==> src/rtl/alu_pkg.sv <==
// Shared constants for the alu execute pipeline: datapath width and opcode map.
package alu_pkg;

    localparam int WIDTH = 8;

    localparam logic [3:0] OP_ADD  = 4'b0000;
    localparam logic [3:0] OP_SUB  = 4'b0001;
    localparam logic [3:0] OP_MUL  = 4'b0010;
    localparam logic [3:0] OP_DIV  = 4'b0011;
    localparam logic [3:0] OP_SHL  = 4'b0100;
    localparam logic [3:0] OP_SHR  = 4'b0101;
    localparam logic [3:0] OP_ROL  = 4'b0110;
    localparam logic [3:0] OP_ROR  = 4'b0111;
    localparam logic [3:0] OP_AND  = 4'b1000;
    localparam logic [3:0] OP_OR   = 4'b1001;
    localparam logic [3:0] OP_XOR  = 4'b1010;
    localparam logic [3:0] OP_NOR  = 4'b1011;
    localparam logic [3:0] OP_NAND = 4'b1100;
    localparam logic [3:0] OP_XNOR = 4'b1101;
    localparam logic [3:0] OP_GT   = 4'b1110;
    localparam logic [3:0] OP_EQ   = 4'b1111;

endpackage

==> src/rtl/alu_exec_pipe_core.sv <==
// Combinational 8-bit alu core: 16 opcodes, carry from the adder, divide-by-zero flag.
module alu_exec_pipe_core
    import alu_pkg::*;
(
    input  logic [WIDTH-1:0] a,
    input  logic [WIDTH-1:0] b,
    input  logic [3:0]       sel,
    output logic [WIDTH-1:0] result,
    output logic             carry,
    output logic             dz
);

    logic [WIDTH:0] sum;

    assign sum   = {1'b0, a} + {1'b0, b};
    assign carry = sum[WIDTH];

    always_comb begin
        result = '0;
        dz     = 1'b0;
        case (sel)
            OP_ADD:  result = sum[WIDTH-1:0];
            OP_SUB:  result = a - b;
            OP_MUL:  result = a * b;
            OP_DIV: begin
                // Divide by zero saturates to all ones and raises the flag.
                if (b == '0) begin
                    result = '1;
                    dz     = 1'b1;
                end else begin
                    result = a / b;
                end
            end
            OP_SHL:  result = a << 1;
            OP_SHR:  result = a >> 1;
            OP_ROL:  result = {a[WIDTH-2:0], a[WIDTH-1]};
            OP_ROR:  result = {a[0], a[WIDTH-1:1]};
            OP_AND:  result = a & b;
            OP_OR:   result = a | b;
            OP_XOR:  result = a ^ b;
            OP_NOR:  result = ~(a | b);
            OP_NAND: result = ~(a & b);
            OP_XNOR: result = ~(a ^ b);
            OP_GT:   result = {{(WIDTH-1){1'b0}}, (a > b)};
            OP_EQ:   result = {{(WIDTH-1){1'b0}}, (a == b)};
            default: result = '0;
        endcase
    end

endmodule

==> src/rtl/alu_exec_pipe.sv <==
// Two-stage issue/execute wrapper around the alu core with valid/ready on both sides,
// accumulator chaining and a completed-operation counter.
module alu_exec_pipe
    import alu_pkg::*;
#(
    parameter int WIDTH = 8,
    parameter int TAG_W = 4,
    parameter int CNT_W = 16
) (
    input  logic             clk,
    input  logic             rst_n,
    input  logic             in_valid,
    output logic             in_ready,
    input  logic [WIDTH-1:0] in_a,
    input  logic [WIDTH-1:0] in_b,
    input  logic [3:0]       in_sel,
    input  logic             in_use_acc,
    input  logic [TAG_W-1:0] in_tag,
    output logic             out_valid,
    input  logic             out_ready,
    output logic [WIDTH-1:0] out_result,
    output logic             out_carry,
    output logic             out_zero,
    output logic             out_dz,
    output logic [TAG_W-1:0] out_tag,
    output logic [CNT_W-1:0] op_count
);

    if (WIDTH != alu_pkg::WIDTH) begin : g_width_check
        $error("alu_exec_pipe: WIDTH must be 8 to match the alu core");
    end

    logic             x_valid;
    logic [WIDTH-1:0] x_a;
    logic [WIDTH-1:0] x_b;
    logic [3:0]       x_sel;
    logic             x_use_acc;
    logic [TAG_W-1:0] x_tag;
    logic [WIDTH-1:0] acc;
    logic [WIDTH-1:0] a_eff;
    logic [WIDTH-1:0] alu_result;
    logic             alu_carry;
    logic             alu_dz;
    logic             w_load;
    logic             accept;
    logic             drain;

    assign w_load   = x_valid && (!out_valid || out_ready);
    assign in_ready = !x_valid || w_load;
    assign accept   = in_valid && in_ready;
    assign drain    = out_valid && out_ready;
    assign a_eff    = x_use_acc ? acc : x_a;

    alu_exec_pipe_core u_core (
        .a      (a_eff),
        .b      (x_b),
        .sel    (x_sel),
        .result (alu_result),
        .carry  (alu_carry),
        .dz     (alu_dz)
    );

    always_ff @(posedge clk or negedge rst_n) begin
        if (!rst_n) begin
            x_valid   <= 1'b0;
            x_a       <= '0;
            x_b       <= '0;
            x_sel     <= '0;
            x_use_acc <= 1'b0;
            x_tag     <= '0;
        end else if (accept) begin
            x_valid   <= 1'b1;
            x_a       <= in_a;
            x_b       <= in_b;
            x_sel     <= in_sel;
            x_use_acc <= in_use_acc;
            x_tag     <= in_tag;
        end else if (w_load) begin
            x_valid   <= 1'b0;
        end
    end

    // acc follows the output register so a chained op sees its predecessor's result.
    always_ff @(posedge clk or negedge rst_n) begin
        if (!rst_n) begin
            out_valid  <= 1'b0;
            out_result <= '0;
            out_carry  <= 1'b0;
            out_zero   <= 1'b0;
            out_dz     <= 1'b0;
            out_tag    <= '0;
            acc        <= '0;
        end else if (w_load) begin
            out_valid  <= 1'b1;
            out_result <= alu_result;
            out_carry  <= alu_carry && (x_sel == OP_ADD);
            out_zero   <= (alu_result == '0);
            out_dz     <= alu_dz;
            out_tag    <= x_tag;
            acc        <= alu_result;
        end else if (drain) begin
            out_valid  <= 1'b0;
        end
    end

    always_ff @(posedge clk or negedge rst_n) begin
        if (!rst_n) begin
            op_count <= '0;
        end else if (drain) begin
            op_count <= op_count + CNT_W'(1);
        end
    end

endmodule

==> config.mk <==
export PLATFORM = sky130hd
export DESIGN_NAME = alu_exec_pipe
export DESIGN_NICKNAME = d
export VERILOG_FILES = /design/src/rtl/alu_pkg.sv /design/src/rtl/alu_exec_pipe_core.sv /design/src/rtl/alu_exec_pipe.sv
export SDC_FILE = /design/constraint.sdc
export NUM_CORES = 1
export LEC_CHECK = 0
export BUFFER_PORTS_ARGS = -buffer_cell sky130_fd_sc_hd__buf_2
export CAP_MARGIN = 20
export CORE_MARGIN = 10
export CORE_UTILIZATION = 35
export DETAILED_ROUTE_END_ITERATION = 10
export SLEW_MARGIN = 20
export SYNTH_ARGS = -nofsm -noshare
export SYNTH_HDL_FRONTEND = slang
export SYNTH_HIERARCHICAL = 1
export SYNTH_SLANG_ARGS = --single-unit
==> constraint.sdc <==
create_clock -name clk -period 30.5 [get_ports clk]
set_input_delay 4.575 -clock clk [delete_from_list [all_inputs] [get_ports clk]]
set_output_delay 4.575 -clock clk [all_outputs]
set_load 0.05 [all_outputs]
# [Word level (Yosys, flattened, before mapping)]
# Index checks and enable logic that the tools add are counted.
# Widths: inputs -> output; s select.
[classes] shift=0 muxes=9 n_lt_le_gt_ge=1 div_mod_pow=1 n_addsub=3 n_eq_ne=16 n_bitwise=6 n_mul=1 reduce_logical=13
[op_table] operator="$pmux 8 s16" n=1
[op_table] operator="$eq 4x4->1 const B" n=8
[op_table] operator="$not 8->8" n=3
[op_table] operator="$add 16x1->16 const B" n=1
[op_table] operator="$eq 4x3->1 const B" n=4
[op_table] operator="$logic_not 8->1" n=2
[op_table] operator="$mux 8" n=2
[op_table] operator="$add 8x8->9" n=1
[op_table] operator="$and 8x8->8" n=1
[op_table] operator="$div 8x8->8" n=1
[op_table] operator="$eq 4x2->1 const B" n=2
[op_table] operator="$eq 8x8->1" n=1
[op_table] operator="$gt 8x8->1" n=1
[op_table] operator="$mul 8x8->8" n=1
[op_table] operator="$or 8x8->8" n=1
[op_table] operator="$sub 8x8->8" n=1
[op_table] operator="$xor 8x8->8" n=1
[op_table] operator="$mux 1" n=6
[op_table] operator="$eq 4x1->1 const B" n=1
[op_table] operator="$logic_and 1x1->1" n=4
[op_table] operator="$logic_not 4->1" n=1
[op_table] operator="$reduce_bool 2->1" n=2
[op_table] operator="$logic_not 1->1" n=2
[op_table] operator="$logic_or 1x1->1" n=2
[word_totals] mem_bits_ro=0 latch_bits=0 output_inout_bits=33 ramBits=0 mem_count=0 wordCells=63 inputBits=29 register_bits=58

# [Logic depth before layout (Yosys ltp)]
[logic_depth] ltp_word=6 mapped_depth=52 ltp_nobuf=50

# [By module]
# Netlist, hierarchy kept.
[by_module_without_submodules] module="alu_exec_pipe_core" area_each_um2=3985.1 seq_area_each_um2=0.0 instances=1 cells_each=556
[by_module_without_submodules] module="alu_exec_pipe" area_each_um2=2531.2 seq_area_each_um2=1451.4 instances=1 cells_each=164

# [Worst setup path after synthesis]
# Ideal clock, no wire load.
[synth_timing] kind="register -> register" startpoint="register x_b[6]" endpoint="register out_zero" required_ps=30417 path_stages_with_launch=52 path_buffers=3 path_slack_ps=19501 setup_time_ps=83 arrival_time_ps=10916 synth_period_minus_slack_ps=10999 path_cell_list="dfrtp_1 -> or4_4 -> or3_1 -> buf_2 -> nor2_1 -> a21oi_1 -> a21oi_1 -> ha_1 -> nor3_1 -> nor2_1 -> a221oi_1 -> nor3_1 -> ha_1 -> o211ai_1 -> a211oi_1 -> nand3_1 -> a21bo_1 -> ha_1 -> [... 16 more ...] -> mux2_2 -> ha_1 -> a21o_1 -> a21oi_1 -> nor2_1 -> or2_2 -> clkbuf_1 -> mux2_2 -> ha_1 -> a21o_1 -> a21oi_1 -> o21ai_0 -> nand3_1 -> a21oi_1 -> o32a_1 -> nor4_1 -> nand2_1 -> o21ai_0"
[synth_via] elab_chain_len=4 word_cells_on_any_way=16 cone_classes="add/sub (2); mul (1); div (1); order compare (1); eq/ne (1); mux (2); bitwise (6); reduce/logical (2)"
[synth_lines] element="start: declaration" line_no="alu_exec_pipe.sv:35" text="logic [WIDTH-1:0] x_b;"
[synth_lines] element="start signal: assignment" line_no="alu_exec_pipe.sv:74" text="x_b <= in_b;"
[synth_lines] element="$div 8x8->8 / $logic_not 8->1 (equally long branches)" line_no="alu_exec_pipe_core.sv:31, alu_exec_pipe_core.sv:27"
[synth_lines] element="$mux 8" line_no="alu_exec_pipe_core.sv:27" text="if (b == '0) begin"
[synth_lines] element="$pmux 8 s16 *" line_no="alu_exec_pipe_core.sv:21" text="case (sel)"
[synth_lines] element="named net alu_result[0]" line_no="alu_exec_pipe.sv:41" text="logic [WIDTH-1:0] alu_result;"
[synth_lines] element="$logic_not 8->1 *" line_no="alu_exec_pipe.sv:97" text="out_zero <= (alu_result == '0);"
[synth_lines] element="end signal: assignment" line_no="alu_exec_pipe.sv:97"
[synth_lines] element="end: declaration" line_no="alu_exec_pipe.sv:23" text="output logic out_zero,"
# The timed path passes the listed nets; every way through them passes the cells marked *.
# A chain may end at the register's enable or synchronous reset.

# [Worst setup path after layout]
[layout_timing] startpoint="register x_b[7]" endpoint="register out_zero"
# The elaborated chain is that of the path after synthesis.

==> out/summary.txt <==
data arrival time of the critical path = 12.32 ns
number of buffer cells added on primary ports = 61
floorplan die width = 156 um
adder-cell share of the synthesized area = 19.7%
fraction of layout cells with a size suffix above 1 = 20.5%
main area contributors after synthesis = sky130_fd_sc_hd__dfrtp_1 22%, sky130_fd_sc_hd__ha_1 15%, sky130_fd_sc_hd__mux2_4 6.5%
area overhead of the layout relative to synthesis = 12.6%
unrepaired setup endpoints after global routing = false
worst hold path type = flip-flop to flip-flop
Synthesis Warnings = 6
share of Yosys cell area claimed by the top area cell type = 22.3%
Ant. Diodes = 0
number of clock sinks = 58
maximum number of pins on one net before global-route repair = 59
worst slack, placed = 18.58 ns
Clk Tree Root Cell = sky130_fd_sc_hd__clkbuf_16
portion of the post-synthesis area used by sequential elements = 22.3%
VDD IR max = 57.8 uV
Top delay family on crit path = compound AO/OA/AOI/OAI gates
die outline area = 24500 um^2
WHS = 0.488 ns
async set or reset register ratio after synthesis = 100%
Top-Level Pins = 62
Routed WL per cell = 18.7 um
type of element capturing the critical path = flip-flop
relative contribution of the clock network to total power = 14.6%
die height = 156 um
leakage = 0.00349 uW
clock-pin slew of the registers on the worst-case setup and hold paths = 0.05 ns
Starting Density = 35.9%
cell type with the largest total area after synthesis = sky130_fd_sc_hd__dfrtp_1
period utilization = 39.6%
PnR worst setup slack = 18.42 ns
sum of routed wire length over all layers = 18800 um
fraction of synthesized cell area in xor and xnor cells = 7.53%
clk_lat worst skew = 0.32 ns
total core area = 18100 um^2
share of the synthesized area in compound gates (AO/OA/AOI/OAI) = 15.7%
post-CTS resize count = 0
sum of negative setup slack = 0 ns
number of nets in the synthesized netlist = 843
cts bufs inserted = 9
detailed-placement wirelength estimate = 14300 um
Worst Clk Skew = 0.00436 ns
number of cells in the finished layout apart from fillers = 1003
vias in the first global route = 5553
Area after DPL = 7010 um^2
power density of the placed cells = 104 nW/um^2
TritonCTS clock tree = yes
H-tree level count = 3
Slew @ Worst Pin = 0.974 ns
synthesized area per cell = 9.05 um^2
area share of and/or/nand/nor cells after synthesis = 16.6%
Worst Setup Start Kind = flip-flop
main combinational cell family by area after synthesis = adder cells
clk buf depth = 2
summed instance area of the synthesized netlist = 6520 um^2
total number of placement rows = 49
number of antenna violations at the first check in global routing = 0
biggest fanout along the worst timing path = 12
cell count after placement = 987
final estimated routing congestion in global placement = 0.931
Psw = 374 uW
buffers plus inverters on the worst setup path = 1
final setup fails = 0
Crit Path Category = flip-flop to flip-flop
time the worst path needs with I/O delays and setup = 12.08 ns
Data required, critical path = 30.74 ns
final slew viol count = 0
library cell contributing the largest single delay on the critical path = sky130_fd_sc_hd__nor4_2
first-pass GRT wire length = 30500 um
final instance area = 7340 um^2
final antenna-violating net count = 0
Initial DRC Count = 511
grt ovf = 0
count of mapped cells out of synthesis = 720
remaining design rule violation count = 0
worst-case headroom to the max-slew limit = 34.5%
run status = complete, no violations
Main synth FF type = sky130_fd_sc_hd__dfrtp_1
count of cell types in the netlist = 69
synthesis-stage register bit count = 58
switching share of power = 49.3%
post-CTS setup-driven buffer insertion count = 0
Initial DRT Pass Iterations = 6
highest clock frequency the design can meet = 82.8 MHz
vias per cell = 5.50
longest individual stage delay on the worst path = 0.65 ns
count of final hold-check violations = 0
internal power contribution = 385 uW
share of total power in combinational logic = 70.8%
multiplexer share of the synthesized area = 12.9%
GRT Overall Usage = 15.3%
max-cap violations = 0
fraction of power consumed by sequential logic = 14.6%
final-stage net count = 892
count of vias placed by the detailed router = 5520
count of hold buffers inserted by post-cts repair = 0
number of synthesized flops with an enable pin = 0
[worst reg2reg max path, delay by kind of cell (launching register included)]
kind            cells  cell delay (ns)
compound gates     23             4.52
simple gates       16             3.56
mux                 3             1.12
fa+ha+maj           7             2.17
flops               1             0.49
buf+inv             1             0.19
[cell type report]
class | instances | area, um^2
fill | 1824 | 10800
multi-input combinational | 581 | 4730
sequential | 58 | 1450
timing repair buffer | 67 | 350
tap | 229 | 287
clock buffer | 10 | 239
inverter | 52 | 195
clock inverter | 6 | 88.8
[cells in the mapped netlist (4+ instances only)]
cell / n
sky130_fd_sc_hd__a31oi_1: 7
sky130_fd_sc_hd__ha_1: 80
sky130_fd_sc_hd__o21a_1: 8
sky130_fd_sc_hd__fa_1: 14
sky130_fd_sc_hd__nand2b_1: 6
sky130_fd_sc_hd__a22oi_1: 8
sky130_fd_sc_hd__a21oi_1: 36
sky130_fd_sc_hd__inv_1: 52
sky130_fd_sc_hd__nor2_1: 64
sky130_fd_sc_hd__o211ai_1: 7
sky130_fd_sc_hd__or3_1: 7
sky130_fd_sc_hd__clkbuf_1: 23
sky130_fd_sc_hd__mux2_2: 34
sky130_fd_sc_hd__mux2_4: 28
sky130_fd_sc_hd__and3_1: 6
sky130_fd_sc_hd__nor3_1: 18
sky130_fd_sc_hd__a211oi_1: 8
sky130_fd_sc_hd__dfrtp_1: 58
sky130_fd_sc_hd__nand4_1: 7
sky130_fd_sc_hd__xor2_1: 15
sky130_fd_sc_hd__nor2b_1: 4
sky130_fd_sc_hd__a221oi_1: 4
sky130_fd_sc_hd__nand3_1: 19
sky130_fd_sc_hd__o21ai_0: 29
sky130_fd_sc_hd__nand2_1: 48
sky130_fd_sc_hd__nor4_1: 10
sky130_fd_sc_hd__a21o_1: 12
sky130_fd_sc_hd__o21bai_1: 5
sky130_fd_sc_hd__mux2i_1: 4
sky130_fd_sc_hd__xnor2_1: 41
[cell families after synthesis]
group / count (synthesis)
AND/OR/NAND/NOR: 212
AO/OA/AOI/OAI: 153
adder cells (fa/ha/maj): 94
buffers and inverters: 81
multiplexers: 66
flip-flops: 58
XOR/XNOR: 56
[registers in the layout (all words and copies together) (netlist names), 4 cells and up]
name,flops
acc,8
x_a,8
x_tag,4
out_tag,4
x_b,8
x_sel,4
op_count,16
[cell usage in the layout (no fill, tap or decap), drive strengths merged, types with 10 or more instances in the layout]
cell type  instances
ha                80
buf               67
nor2              64
mux2              62
dfrtp             58
inv               53
nand2             50
xnor2             41
a21oi             36
o21ai             29
nand3             20
nor3              20
xor2              15
fa                14
a21o              12
nor4              12
clkbuf            10
[layer usage]
metal	global-route usage, %	share of wire (%)	vias to the layer above
met2	23.3	44	183
li1	-	-	2686
met5	0	0	-
met4	4.81	2.6	0
met1	21.4	47	2620
met3	2.91	6.0	31
[per-stage QoR]
step / power [uW] / util (%)
global placement: 642 / 38.6
CTS: 759 / 40.4
global route: 826 / 40.4
floorplan: 520 / -
finish: 760 / 40.4
detailed placement: 642 / 38.6
[worst paths after layout]
kind,start,end,slack [ns],cells after the start
min,op_count[13],op_count[13],0.49,1
min in group asynchronous,rst_n,op_count[1],4.39,2
max reg2reg,x_b[7],out_zero,18.42,50
min reg2reg,op_count[13],op_count[13],0.49,1
max,x_b[7],out_zero,18.42,50
max in group asynchronous,rst_n,x_b[6],25.64,2
[power groups by stage]
stage | Sequential, uW | Clock, uW | Combinational, uW
3_3_place_gp | 112 | 0 | 530
2_1_floorplan | 144 | 0 | 375
5_1_grt | 114 | 116 | 596
4_1_cts | 111 | 113 | 534
3_5_place_dp | 112 | 0 | 530
6_report | 111 | 111 | 538
No activity file was read; power rests on OpenSTA's default activity.
